==> src/rtl/uart_ram_dump.sv <==
//==============================================================================
// Module      : uart_ram_dump
// Description : Streams a block of 32-bit RAM words out as UART bytes, framed
//               by a header byte and followed by an XOR checksum byte.
// Revision    : 1.0 - initial release
//==============================================================================
`default_nettype none

module uart_ram_dump #(
    parameter int         ADDR_WIDTH  = 10,
    parameter logic [7:0] HEADER_BYTE = 8'hA5
) (
    input  logic                  iGlobalClock,
    input  logic                  iGlobalReset,
    input  logic                  iStart,
    input  logic [ADDR_WIDTH-1:0] iBaseAddr,
    input  logic [ADDR_WIDTH:0]   iWordCount,
    output logic [ADDR_WIDTH-1:0] oRamAddr,
    output logic                  oRamReadEnable,
    input  logic [31:0]           iRamData,
    output logic [7:0]            oUartTx,
    output logic                  oUartTxByteAvailable,
    input  logic                  iUartTxReady,
    output logic                  oBusy,
    output logic                  oDone
);

    typedef enum logic [2:0] {
        S_IDLE     = 3'd0,
        S_HEADER   = 3'd1,
        S_READ     = 3'd2,
        S_LATCH    = 3'd3,
        S_SEND     = 3'd4,
        S_CHECKSUM = 3'd5,
        S_DONE     = 3'd6
    } state_t;

    localparam logic [ADDR_WIDTH-1:0] c_ADDR_ONE  = {{(ADDR_WIDTH-1){1'b0}}, 1'b1};
    localparam logic [ADDR_WIDTH:0]   c_COUNT_ONE = {{ADDR_WIDTH{1'b0}}, 1'b1};

    state_t                r_state;
    logic [ADDR_WIDTH-1:0] r_addr;
    logic [ADDR_WIDTH:0]   r_count;
    logic [31:0]           r_shift;
    logic [1:0]            r_byte_idx;
    logic [7:0]            r_csum;
    logic [7:0]            r_tx;
    logic                  r_tx_valid;
    logic                  r_rd_en;
    logic                  r_busy;
    logic                  r_done;
    logic [7:0]            w_csum_next;

    // Checksum including the byte currently being handed to the transmitter
    assign w_csum_next = r_csum ^ r_tx;

    always_ff @(posedge iGlobalClock or negedge iGlobalReset) begin
        if (!iGlobalReset) begin
            r_state    <= S_IDLE;
            r_addr     <= '0;
            r_count    <= '0;
            r_shift    <= '0;
            r_byte_idx <= 2'd0;
            r_csum     <= 8'h00;
            r_tx       <= 8'h00;
            r_tx_valid <= 1'b0;
            r_rd_en    <= 1'b0;
            r_busy     <= 1'b0;
            r_done     <= 1'b0;
        end else begin
            r_done <= 1'b0;
            case (r_state)
                S_IDLE: begin
                    if (iStart) begin
                        r_addr  <= iBaseAddr;
                        r_count <= iWordCount;
                        r_csum  <= 8'h00;
                        r_busy  <= 1'b1;
                        if (iWordCount == '0) begin
                            r_state <= S_DONE;
                        end else begin
                            r_state    <= S_HEADER;
                            r_tx       <= HEADER_BYTE;
                            r_tx_valid <= 1'b1;
                        end
                    end
                end
                S_HEADER: begin
                    if (iUartTxReady) begin
                        r_tx_valid <= 1'b0;
                        r_rd_en    <= 1'b1;
                        r_state    <= S_READ;
                    end
                end
                S_READ: begin
                    r_rd_en <= 1'b0;
                    r_state <= S_LATCH;
                end
                S_LATCH: begin
                    r_shift    <= iRamData;
                    r_tx       <= iRamData[31:24];
                    r_tx_valid <= 1'b1;
                    r_byte_idx <= 2'd0;
                    r_state    <= S_SEND;
                end
                S_SEND: begin
                    if (iUartTxReady) begin
                        r_csum <= w_csum_next;
                        if (r_byte_idx == 2'd3) begin
                            r_addr  <= r_addr + c_ADDR_ONE;
                            r_count <= r_count - c_COUNT_ONE;
                            if (r_count == c_COUNT_ONE) begin
                                r_tx    <= w_csum_next;
                                r_state <= S_CHECKSUM;
                            end else begin
                                r_tx_valid <= 1'b0;
                                r_rd_en    <= 1'b1;
                                r_state    <= S_READ;
                            end
                        end else begin
                            r_byte_idx <= r_byte_idx + 2'd1;
                            r_shift    <= {r_shift[23:0], 8'h00};
                            r_tx       <= r_shift[23:16];
                        end
                    end
                end
                S_CHECKSUM: begin
                    if (iUartTxReady) begin
                        r_tx_valid <= 1'b0;
                        r_state    <= S_DONE;
                    end
                end
                S_DONE: begin
                    r_done  <= 1'b1;
                    r_busy  <= 1'b0;
                    r_state <= S_IDLE;
                end
                default: begin
                    r_state <= S_IDLE;
                end
            endcase
        end
    end

    assign oRamAddr             = r_addr;
    assign oRamReadEnable       = r_rd_en;
    assign oUartTx              = r_tx;
    assign oUartTxByteAvailable = r_tx_valid;
    assign oBusy                = r_busy;
    assign oDone                = r_done;

endmodule

`default_nettype wire

==> config.mk <==
export PLATFORM = sky130hd
export DESIGN_NAME = uart_ram_dump
export DESIGN_NICKNAME = d
export VERILOG_FILES = /design/src/rtl/uart_ram_dump.sv
export SDC_FILE = /design/constraint.sdc
export NUM_CORES = 1
export LEC_CHECK = 0
export CORE_ASPECT_RATIO = 1.4
export CORE_MARGIN = 2
export CORE_UTILIZATION = 30
export CTS_CLUSTER_DIAMETER = 100
export CTS_CLUSTER_SIZE = 20
export DETAILED_ROUTE_END_ITERATION = 12
export MAX_ROUTING_LAYER = met4
export PLACE_DENSITY_LB_ADDON = 0.08
export RECOVER_POWER = 100
export SYNTH_ARGS = -nofsm -noshare
export SYNTH_HDL_FRONTEND = slang
export SYNTH_SLANG_ARGS = --single-unit
==> constraint.sdc <==
create_clock -name iGlobalClock -period 2.5 [get_ports iGlobalClock]
set_clock_uncertainty 0.1 [all_clocks]
set_input_delay 0.5 -clock iGlobalClock [delete_from_list [all_inputs] [get_ports iGlobalClock]]
set_output_delay 0.5 -clock iGlobalClock [all_outputs]
set_load 0.02 [all_outputs]
Word level (Yosys, flattened, before mapping) --
Cells that the tools add are included. W data, S select, Z words.
Word-level totals: output and inout bits 22, bits of input ports 57, register bits after elaboration 70, word-level logic and storage cells 96
Cells by class: mux-type cells 46, reductions and logical operators 17, equality and inequality tests 18, $add $sub $neg 3, bitwise operators 1
Operator list (count):
- $mux W8 | 7
- $mux W24 | 2
- $pmux W24 S2 | 1
- $mux W11 | 3
- $mux W10 | 3
- $pmux W8 S3 | 1
- $pmux W11 S2 | 1
- $mux W3 | 7
- $pmux W10 S2 | 1
- $pmux W3 S6 | 1
- $ne A2 B2 Y1 const B | 8
- $pmux W8 S2 | 1
- $reduce_and A5 Y1 | 3
- $mux W1 | 12
- $eq A11 B1 Y1 const B | 1
- $logic_not A11 Y1 | 1
- $sub A11 B1 Y11 const B | 1
- $add A10 B1 Y10 const B | 1
- $eq A3 B3 Y1 const B | 3
- $xor A8 B8 Y8 | 1
- $reduce_and A7 Y1 | 1
- $eq A3 B2 Y1 const B | 2
- $reduce_and A3 Y1 | 2
- $reduce_bool A2 Y1 | 3
- 16 further kinds | 18

Logic depth before layout (Yosys ltp) --
Gate-level depths: netlist (run 1).
depth after elaboration 5, depth in mapped cells 8

Worst setup path before layout (run 1) --
No wires, ideal clock.
path type register to register, start register r_count[1], end register r_tx[0] (netlist: oUartTx[0]), setup time 125 ps, path buffers 0, slack 394 ps, clock period less this slack 2106 ps, data required time 2275 ps, arrival 1881 ps, cell stages (with the launch flop) 7, path through dfrtp_1 -> inv_1 -> ha_1 -> nor4b_1 -> nand3_1 -> a221oi_4 -> mux2_2
Between the ends: cells in the longest elaborated chain, start to end 3
Ends and longest elaborated chain:
- start, declared | line 43 | logic [ADDR_WIDTH:0] r_count;
- start signal, assigned | line 76 | r_count <= iWordCount;
- start signal, assigned | line 111 | r_count <= r_count - c_COUNT_ONE;
- $eq A11 B1 Y1 | line 112 | if (r_count == c_COUNT_ONE) begin
- $ne A3 B3 Y1 (no source line)
- $reduce_and A5 Y1 (no source line)
- end signal, assigned | line 101 | r_tx <= iRamData[31:24];
- end signal, assigned | line 113 | r_tx <= w_csum_next;
- end signal, assigned | line 123 | r_tx <= r_shift[23:16];
- end, declared | line 47 | logic [7:0] r_tx;
No other way between the ends. A chain may end at the register's enable or synchronous reset.

Worst setup path in the final report (run 1) --
start register r_state[2], end register r_csum[2]
Between the ends: cells in the longest elaborated chain, start to end 3, elaborated cells between the ends (all ways) 7, classes of those cells eq/ne (3); mux (1); reduce/logical (3)
Ends and longest elaborated chain:
- start, declared | line 41 | state_t r_state;
- start signal, assigned | line 59 | r_state <= S_IDLE;
- start signal, assigned | line 80 | r_state <= S_DONE;
- start signal, assigned | line 82 | r_state <= S_HEADER;
- $eq A3 B3 Y1 / $logic_not A3 Y1 (equally long branches) | line 72 | case (r_state)
- $ne A2 B2 Y1 (no source line) / $reduce_bool A2 Y1 (equally long branches)
- $reduce_and A3 Y1 (no source line)
- end signal, assigned | line 108 | r_csum <= w_csum_next;
- end, declared | line 46 | logic [7:0] r_csum;
Parallel ways exist; a longest one is shown, timed or not.

==> reports/qor.yml, run 1 <==
run_status:
  status: "finished, final reports clean"
cells_and_area:
  drive_gt1_share_pct: 11.02
  antenna_cells: 0
  fin_util_pct: 41.20
  syn2layout_area_growth_pct: 35.63
  nFillCells: 1334
  fin_nets: 564
power:
  seq_power_share_pct: 35.1
  p_int_mw: 3.614
  ir_drop_uv: 409.2
  power.switching_mw: 2.310
  finalPower_mw: 5.924
  p_clk_share_pct: 21.9
  switching_share_pct: 38.99
  p_comb_share_pct: 43.1
  leakagePower_nw: 2.140
  power.density_nw_per_um2: 1128
setup_path:
  reg2reg_slack_ns: 0.21
  critPathSlowestCell: "or3b_2"
  worst_r2r_endpoint: "r_csum[2]$_DFFE_PN0P_"
  crit_path_start_kind: "register"
  arrival_ns: 2.47
  slowest_delay_ns: 0.53
  end_kind: "register"
  crit_required_ns: 2.67
  r2r_start: "r_state[2]$_DFFE_PN0P_"
  path_class: "reg2reg"
  cp_cell_sequence: "clkbuf_2 -> or3b_2 -> clkbuf_4 -> nor2_1 -> clkbuf_1 -> a22o_1"
  crit_fanout: 20
  worst-r2r-cell-count: 6
worst_hold_path:
  min_path_type: "reg2reg"
  min_from: "r_shift[7]$_DFFE_PN0P_"
  min_path_cells: 2
  hold_path_end: "r_shift[7]$_DFFE_PN0P_"
floorplan:
  rows: 49
  start_util_pct: 30.38
  die_h_um: 138.5
  io_pins: 79
  die_area_um2: 13850
  die_w_um: 100.0
  core-area_um2: 12750
flow_run:
  cap_violations: 0
yosys:
  synthSimpleGateAreaFrac_pct: 18.57
  synthCells: 416
  synth.avg_cell_area_um2: 9.312
  synthFlopType: "dfrtp_1"
  syn_nets: 477
  synth.top_cell.area_share_pct: 45.22
  ys_ff_latch: 70
  yosysWarnings: 0
  synth.area.mux_share_pct: 7.300
  async_flop_share_pct: 100.0
  synthXorXnorAreaFrac_pct: 1.809
  synth_cell_types: 57
  ys_seq_area_share_pct: 45.22
  synth_edf_count: 0
  synth_top_family_by_area: "compound AO/OA/AOI/OAI gates"
  synth_fa_ha_area_share_pct: 1.292
  synthTopCellsByArea: "dfrtp_1 45%, o21ai_0 5.7%, nand2_1 5.2%"
  synth_top_area_cell: "dfrtp_1"
  syn-cell-area_um2: 3874
  synth_compound_area_share_pct: 22.13
global_route:
  grt_max_degree: 48
  grt_pass1_vias: 3350
  grt_pass1_wl_mm: 17.09
  met2_usage_pct: 24.47
  grt_use_met3_pct: 2.224
  track_usage_pct: 16.03
  use_met1_pct: 21.00
  antenna_found_initial: 0
  overflow: 0
  busiest_layer: "met2"
cts:
  numClockSinks: 70
  cts_inserted_buffers: 9
  clk_path_buf_depth: 2
  cts.repair.resized: 0
  clockRootBuffer: "clkbuf_16"
  clk_pin_slew_worst_paths_ns: 0.06
  cts_tree: "done"
  h-tree-depth: 3
  worstSkewPairLatency_ns: 0.34
placed_design:
  hpwl_mm: 7.277
  globalplace.congestion: 0.8298
  port_buffers: 78
routing:
  dr.pass1.iters: 4
  vias: 3397
  ant_nets: 0
  drc: 0
  drt-initial-drc-count: 135
  routed_via_density: 5.139
  post_drt_wl_per_cell_um: 15.60
  drt-total-wl_mm: 10.31
sta:
  tightest_slew_ns: 1.462
  fin_crit_sh_pct: 91.79
  fin_crit_ns: 2.295
  maxSlewHeadroom_pct: 2.547
  hold_viol: 0
  drv_slew: 0
  clock.fmax_mhz: 435.8
  rsz0062_at_grt: "no"
  setup_violations: 0
power groups by stage:
stage | Sequential, mW | Combinational [mW] | Clock [mW]
floorplan | 2.11 | 1.60 | 0
finish | 2.08 | 2.55 | 1.30
global route | 2.16 | 2.85 | 1.38
global placement | 2.09 | 2.60 | 0
detailed placement | 2.10 | 2.61 | 0
CTS | 2.09 | 2.62 | 1.33
flip-flops by register name, summed over array words and instances (netlist names):
signal                count
r_csum                    8
r_shift                  24
oBusy                     1
oDone                     1
oRamReadEnable            1
r_count                  11
r_byte_idx                2
oRamAddr                 10
r_state                   3
oUartTxByteAvailable      1
oUartTx                   8
repair_timing:
| item | 4_1_cts | 5_1_grt |
|---|---|---|
| setup buffers | 0 | 1 |
| endpoints found under the hold margin | 23 | 0 |
| hold buffers | 1 | 0 |
| endpoints found under the setup margin | 0 | 8 |
cell usage after synthesis, drive strengths merged (3+ instances only):
cell type	count
nor4	4
clkbuf	18
a22o	9
nor3b	3
and3	5
o22a	3
nand2	54
ha	4
dfrtp	70
buf	12
a21oi	26
nand3	20
xor2	3
nand4	5
a22oi	6
nor2	19
o22ai	5
a211oi	6
nand2b	6
mux2i	17
xnor2	5
nor3	5
mux2	10
o21ai	45
inv	5
a211o	6
nor2b	8
a2bb2oi	7
per-layer routing:
| metal | share of wire (%) | vias to the layer above |
|---|---|---|
| met5 | 0 | - |
| met4 | 2.3 | 0 |
| met3 | 3.5 | 18 |
| met2 | 48 | 89 |
| met1 | 47 | 1580 |
| li1 | - | 1710 |
worst max path at each step:
stage | from | to | slack (ns)
finish | r_state[2]$_DFFE_PN0P_ | r_csum[2]$_DFFE_PN0P_ | 0.21
global route | iGlobalReset | r_shift[18]$_DFFE_PN0P_ | 0.005
CTS | r_count[1]$_DFFE_PN0P_ | oUartTx[1]$_DFFE_PN0P_ | 0.14
detailed placement | iUartTxReady | oUartTx[5]$_DFFE_PN0P_ | -0.08
global placement | iUartTxReady | oUartTx[6]$_DFFE_PN0P_ | -0.08
floorplan | r_count[1]$_DFFE_PN0P_ | oUartTx[0]$_DFFE_PN0P_ | 0.39
worst max-delay path, delay by kind of cell (launching register included):
kind,cells,cell delay (ns)
flip-flops,1,0.37
buffers and inverters,3,0.92
AO/OA/AOI/OAI,1,0.21
AND/OR/NAND/NOR,2,0.63
kinds of logic after synthesis:
group                      after synthesis
and+or+nand+nor                        142
AOI/OAI and AO/OA                      130
DFF                                     70
buffers and inverters                   35
muxes                                   27
xor gates and xnor gates                 8
adders and majority gates                4
layout make-up:
cell class                      instances  area [um2]  area share, %
Timing Repair Buffer                  106        1010          19.22
Multi-Input combinational cell        311        1983          37.75
Clock inverter                          6       70.07          1.334
Tap cell                              153       191.4          3.644
Inverter                                5       18.77         0.3572
Sequential cell                        70        1752          33.34
Clock buffer                           10       229.0          4.358
stage by stage:
stage	cells	hold slack, ns	setup TNS, ns	area [um2]	worst slack, ns
finish	661	0.3688	0	5254	0.2053
detailed placement	643	0.3446	-0.6467	4961	-0.08424
global route	661	0.4002	0	5254	0.005003
CTS	660	0.3713	0	5270	0.1378
global placement	643	0.3379	-0.6221	4961	-0.07888
floorplan	416	0.1044	0	3874	0.3940
layout by cell type, fill, tap and decap left out, types with 4 or more instances in the layout:
| cell | count |
|---|---|
| a211o_1 | 6 |
| nand2b_1 | 5 |
| nand4_1 | 5 |
| clkbuf_1 | 6 |
| o22ai_1 | 5 |
| inv_1 | 5 |
| nor2b_1 | 8 |
| nor4_1 | 4 |
| a21oi_1 | 25 |
| nand2_1 | 54 |
| xnor2_1 | 5 |
| nor3_1 | 5 |
| dfrtp_1 | 70 |
| a22oi_1 | 6 |
| clkbuf_16 | 9 |
| mux2i_1 | 17 |
| a2bb2oi_1 | 7 |
| o21ai_0 | 45 |
| nand3_1 | 20 |
| ha_1 | 4 |
| buf_4 | 15 |
| a22o_1 | 9 |
| a211oi_1 | 5 |
| nor2_1 | 19 |
| and3_1 | 5 |
| mux2_2 | 10 |
| clkdlybuf4s50_1 | 55 |
| dlygate4sd3_1 | 23 |
Power figures use the tool's default switching activity.
==> run 2, diff against run 1 <==
--- a/config.mk
+++ b/config.mk
@@ -5,15 +5,16 @@
 export SDC_FILE = /design/constraint.sdc
 export NUM_CORES = 1
 export LEC_CHECK = 0
-export CORE_ASPECT_RATIO = 1.4
 export CORE_MARGIN = 2
 export CORE_UTILIZATION = 30
 export CTS_CLUSTER_DIAMETER = 100
 export CTS_CLUSTER_SIZE = 20
 export DETAILED_ROUTE_END_ITERATION = 12
+export GPL_TIMING_DRIVEN = 0
 export MAX_ROUTING_LAYER = met4
 export PLACE_DENSITY_LB_ADDON = 0.08
 export RECOVER_POWER = 100
+export SLEW_MARGIN = 20
 export SYNTH_ARGS = -nofsm -noshare
 export SYNTH_HDL_FRONTEND = slang
 export SYNTH_SLANG_ARGS = --single-unit
==> run 2 against run 1 <==
  * Power down 1.1%
  * Critical path type unchanged
  * Worst setup slack worse by 0.0083 ns
  * Sequential share of layout area increased by 0.24 points
  * Cell area decreased by 0.71%
  * Clock-buffer cell count grew 2
  * Highest routed layer unchanged
  * Worst hold slack worse by 0.0037 ns
  * Die area hardly changed
  * Wire length is 9.9% higher
==> reports/qor.yml, run 2 (same netlist as run 1, synthesis figures left out) <==
placed_design:
  port_buffers: 77  # -1.3%
  hpwl_mm: 8.061  # +11%
  globalplace.congestion: 0.8181  # -1.4%
  dp_slack_ns: -0.2224  # -0.1382 ns
cts:
  clockRootBuffer: "clkbuf_16"
  clk_pin_slew_worst_paths_ns: 0.06  # about the same
  cts_inserted_buffers: 9  # unchanged
  clk_path_buf_depth: 2  # unchanged
  h-tree-depth: 3  # unchanged
  cts_tree: "done"
  numClockSinks: 70  # unchanged
  worstSkewPairLatency_ns: 0.33  # about the same
setup_path:
  critPathSlowestCell: "or3b_2"
  crit_required_ns: 2.60  # -0.07 ns
  crit_family: "buffers and inverters"
  cp_cell_sequence: "clkbuf_2 -> or3b_2 -> clkbuf_1 -> buf_2 -> clkbuf_1 -> a22oi_1 -> o2bb2ai_1"
  arrival_ns: 2.40  # -0.07 ns
  crit_top_cell: "clkbuf_1"
  slowest_delay_ns: 0.46  # -0.07 ns
  end_kind: "register"
  path_class: "reg2reg"
  crit_path_start_kind: "register"
  crit_fanout: 10  # -50%
  cp_num_cells: 7  # +1
  cp.buffers_inverters: 4  # +1
  worst-r2r-cell-count: 7  # +1
routing:
  post_drt_wl_per_cell_um: 16.57  # +6.2%
  dr.pass1.iters: 4  # unchanged
  ant_nets: 0  # unchanged
  vias: 3484  # +2.6%
  drt-total-wl_mm: 11.34  # +9.9%
  drt-initial-drc-count: 145  # +7.4%
  drc: 0  # unchanged
  routed_via_density: 5.094  # -0.89%
floorplan:
  die_h_um: 117.6  # -15%
  rows: 41  # -16%
  die_area_um2: 13840  # about the same
  io_pins: 79  # unchanged
  die_w_um: 117.6  # +18%
  core-area_um2: 12620  # -1.0%
  start_util_pct: 30.70  # +0.32 points
global_route:
  grt_max_degree: 50  # +4.2%
  use_met1_pct: 24.75  # +3.8 points
  grt_use_met3_pct: 3.101  # +0.88 points
  overflow: 0  # unchanged
  busiest_layer: "met2"
  grt_pass1_wl_mm: 19.38  # +13%
  grt_pass1_vias: 3662  # +9.3%
  antenna_found_initial: 0  # unchanged
  track_usage_pct: 17.84  # +1.8 points
  met2_usage_pct: 26.82  # +2.4 points
power:
  leakagePower_nw: 2.095  # -2.1%
  power.density_nw_per_um2: 1123  # -0.38%
  ir_drop_uv: 364.6  # -11%
cells_and_area:
  regMostFlops: "r_shift"
  fin_util_pct: 41.33  # +0.14 points
  drive_gt1_share_pct: 9.570  # -1.5 points
  fin_nets: 569  # +0.89%
  final_cell_mix: "70 x dfrtp_1, 54 x nand2_1, 54 x clkdlybuf4s50_1"
  antenna_cells: 0  # unchanged
  largest_reg_flops: 24  # unchanged
  syn2layout_area_growth_pct: 34.66
  layout_commonest_cell: "dfrtp_1"
sta:
  worst_slack_ns: 0.1971  # -0.008264 ns
  setup_violations: 0  # unchanged
  drv_slew: 0  # unchanged
  rsz0062_at_grt: "yes"
  clock.fmax_mhz: 434.2  # -0.36%
  maxSlewHeadroom_pct: 2.724  # +0.18 points
  fin_crit_sh_pct: 92.12  # +0.33 points
  tightest_slew_ns: 1.459  # -0.002645 ns
  hold_viol: 0  # unchanged
  fin_crit_ns: 2.303  # +0.008264 ns
flow_run:
  cap_violations: 0  # unchanged
worst_hold_path:
  min_path_type: "reg2reg"
  min_path_cells: 2  # unchanged
run_status:
  status: "finished, final reports clean"
==> run 2: changes by cell type in the layout (fill, tap and decap cells not counted), sizes merged <==
cell,before,now
clkdlybuf4s50,55,54
buf,20,10
inv,7,5
clkinvlp,3,2
bufinv,1,0
clkbuf,18,36
clkinv,0,1
==> run 2: path summary, 6_finish.rpt <==
kind                                              from                                to  slack, ns
worst max-delay path            r_state[0]$_DFFE_PN0P_            r_count[9]$_DFFE_PN0P_       0.20
worst max register to register  r_state[0]$_DFFE_PN0P_            r_count[9]$_DFFE_PN0P_       0.20
worst min-delay path            r_shift[0]$_DFFE_PN0P_            r_shift[0]$_DFFE_PN0P_       0.37
min in group asynchronous                 iGlobalReset  oUartTxByteAvailable$_DFFE_PN0P_       0.95
max in group asynchronous                 iGlobalReset           r_shift[10]$_DFFE_PN0P_       0.46
worst min register to register  r_shift[0]$_DFFE_PN0P_            r_shift[0]$_DFFE_PN0P_       0.37
==> run 2: power by group <==
group	leakage, nW	internal, mW	switching (mW)	total [mW]
combinational	1.10	1.16	1.47	2.63
clock	0.131	0.719	0.495	1.21
sequential	0.860	1.61	0.403	2.02
total	2.09	3.49	2.37	5.86
==> run 2: area by class of cell <==
class	instances	area, um2
fill	1295	7403
inverter	5	18.77
multi-input combinational	311	2012
clock buffer	12	256.5
timing repair buffer	81	817.0
tap	172	215.2
buffer	30	125.1
clock inverter	3	20.02
sequential	70	1752
==> run 2: tightest hold or removal path, cell delays in order (launching register included) <==
cell and delay, ns:
dfrtp_1 0.34, nand2_1 0.05, nand2_1 0.05
==> run 2: timing repair <==
| action | 4_1_cts | 5_1_grt |
|---|---|---|
| gates resized for setup | 0 | 9 |
| hold buffers | 1 | 0 |
| endpoints found under the setup margin | 8 | 30 |
| pin swaps | 1 | 2 |
| endpoints found under the hold margin | 21 | 0 |
| setup buffers | 2 | 0 |
==> run 2: routing by layer <==
layer,wire (um),up-vias
li1,-,1713
met2,5274,79
met4,145,0
met1,5507,1681
met5,0,-
met3,407,11
==> run 2: per-stage QoR <==
| step | instance area [um2] | TNS [ns] | instances | hold WS (ns) | total power, mW |
|---|---|---|---|---|---|
| after floorplan | 3874 | 0 | 416 | 0.1044 | 3.710 |
| after global placement | 4860 | -136.33 | 665 | 0.3497 | 4.634 |
| after detailed placement | 4885 | -5.213 | 666 | 0.3400 | 4.688 |
| after CTS | 5186 | 0 | 684 | 0.3685 | 5.948 |
| after global routing | 5216 | 0 | 684 | 0.3878 | 6.361 |
| final | 5216 | 0 | 684 | 0.3652 | 5.859 |
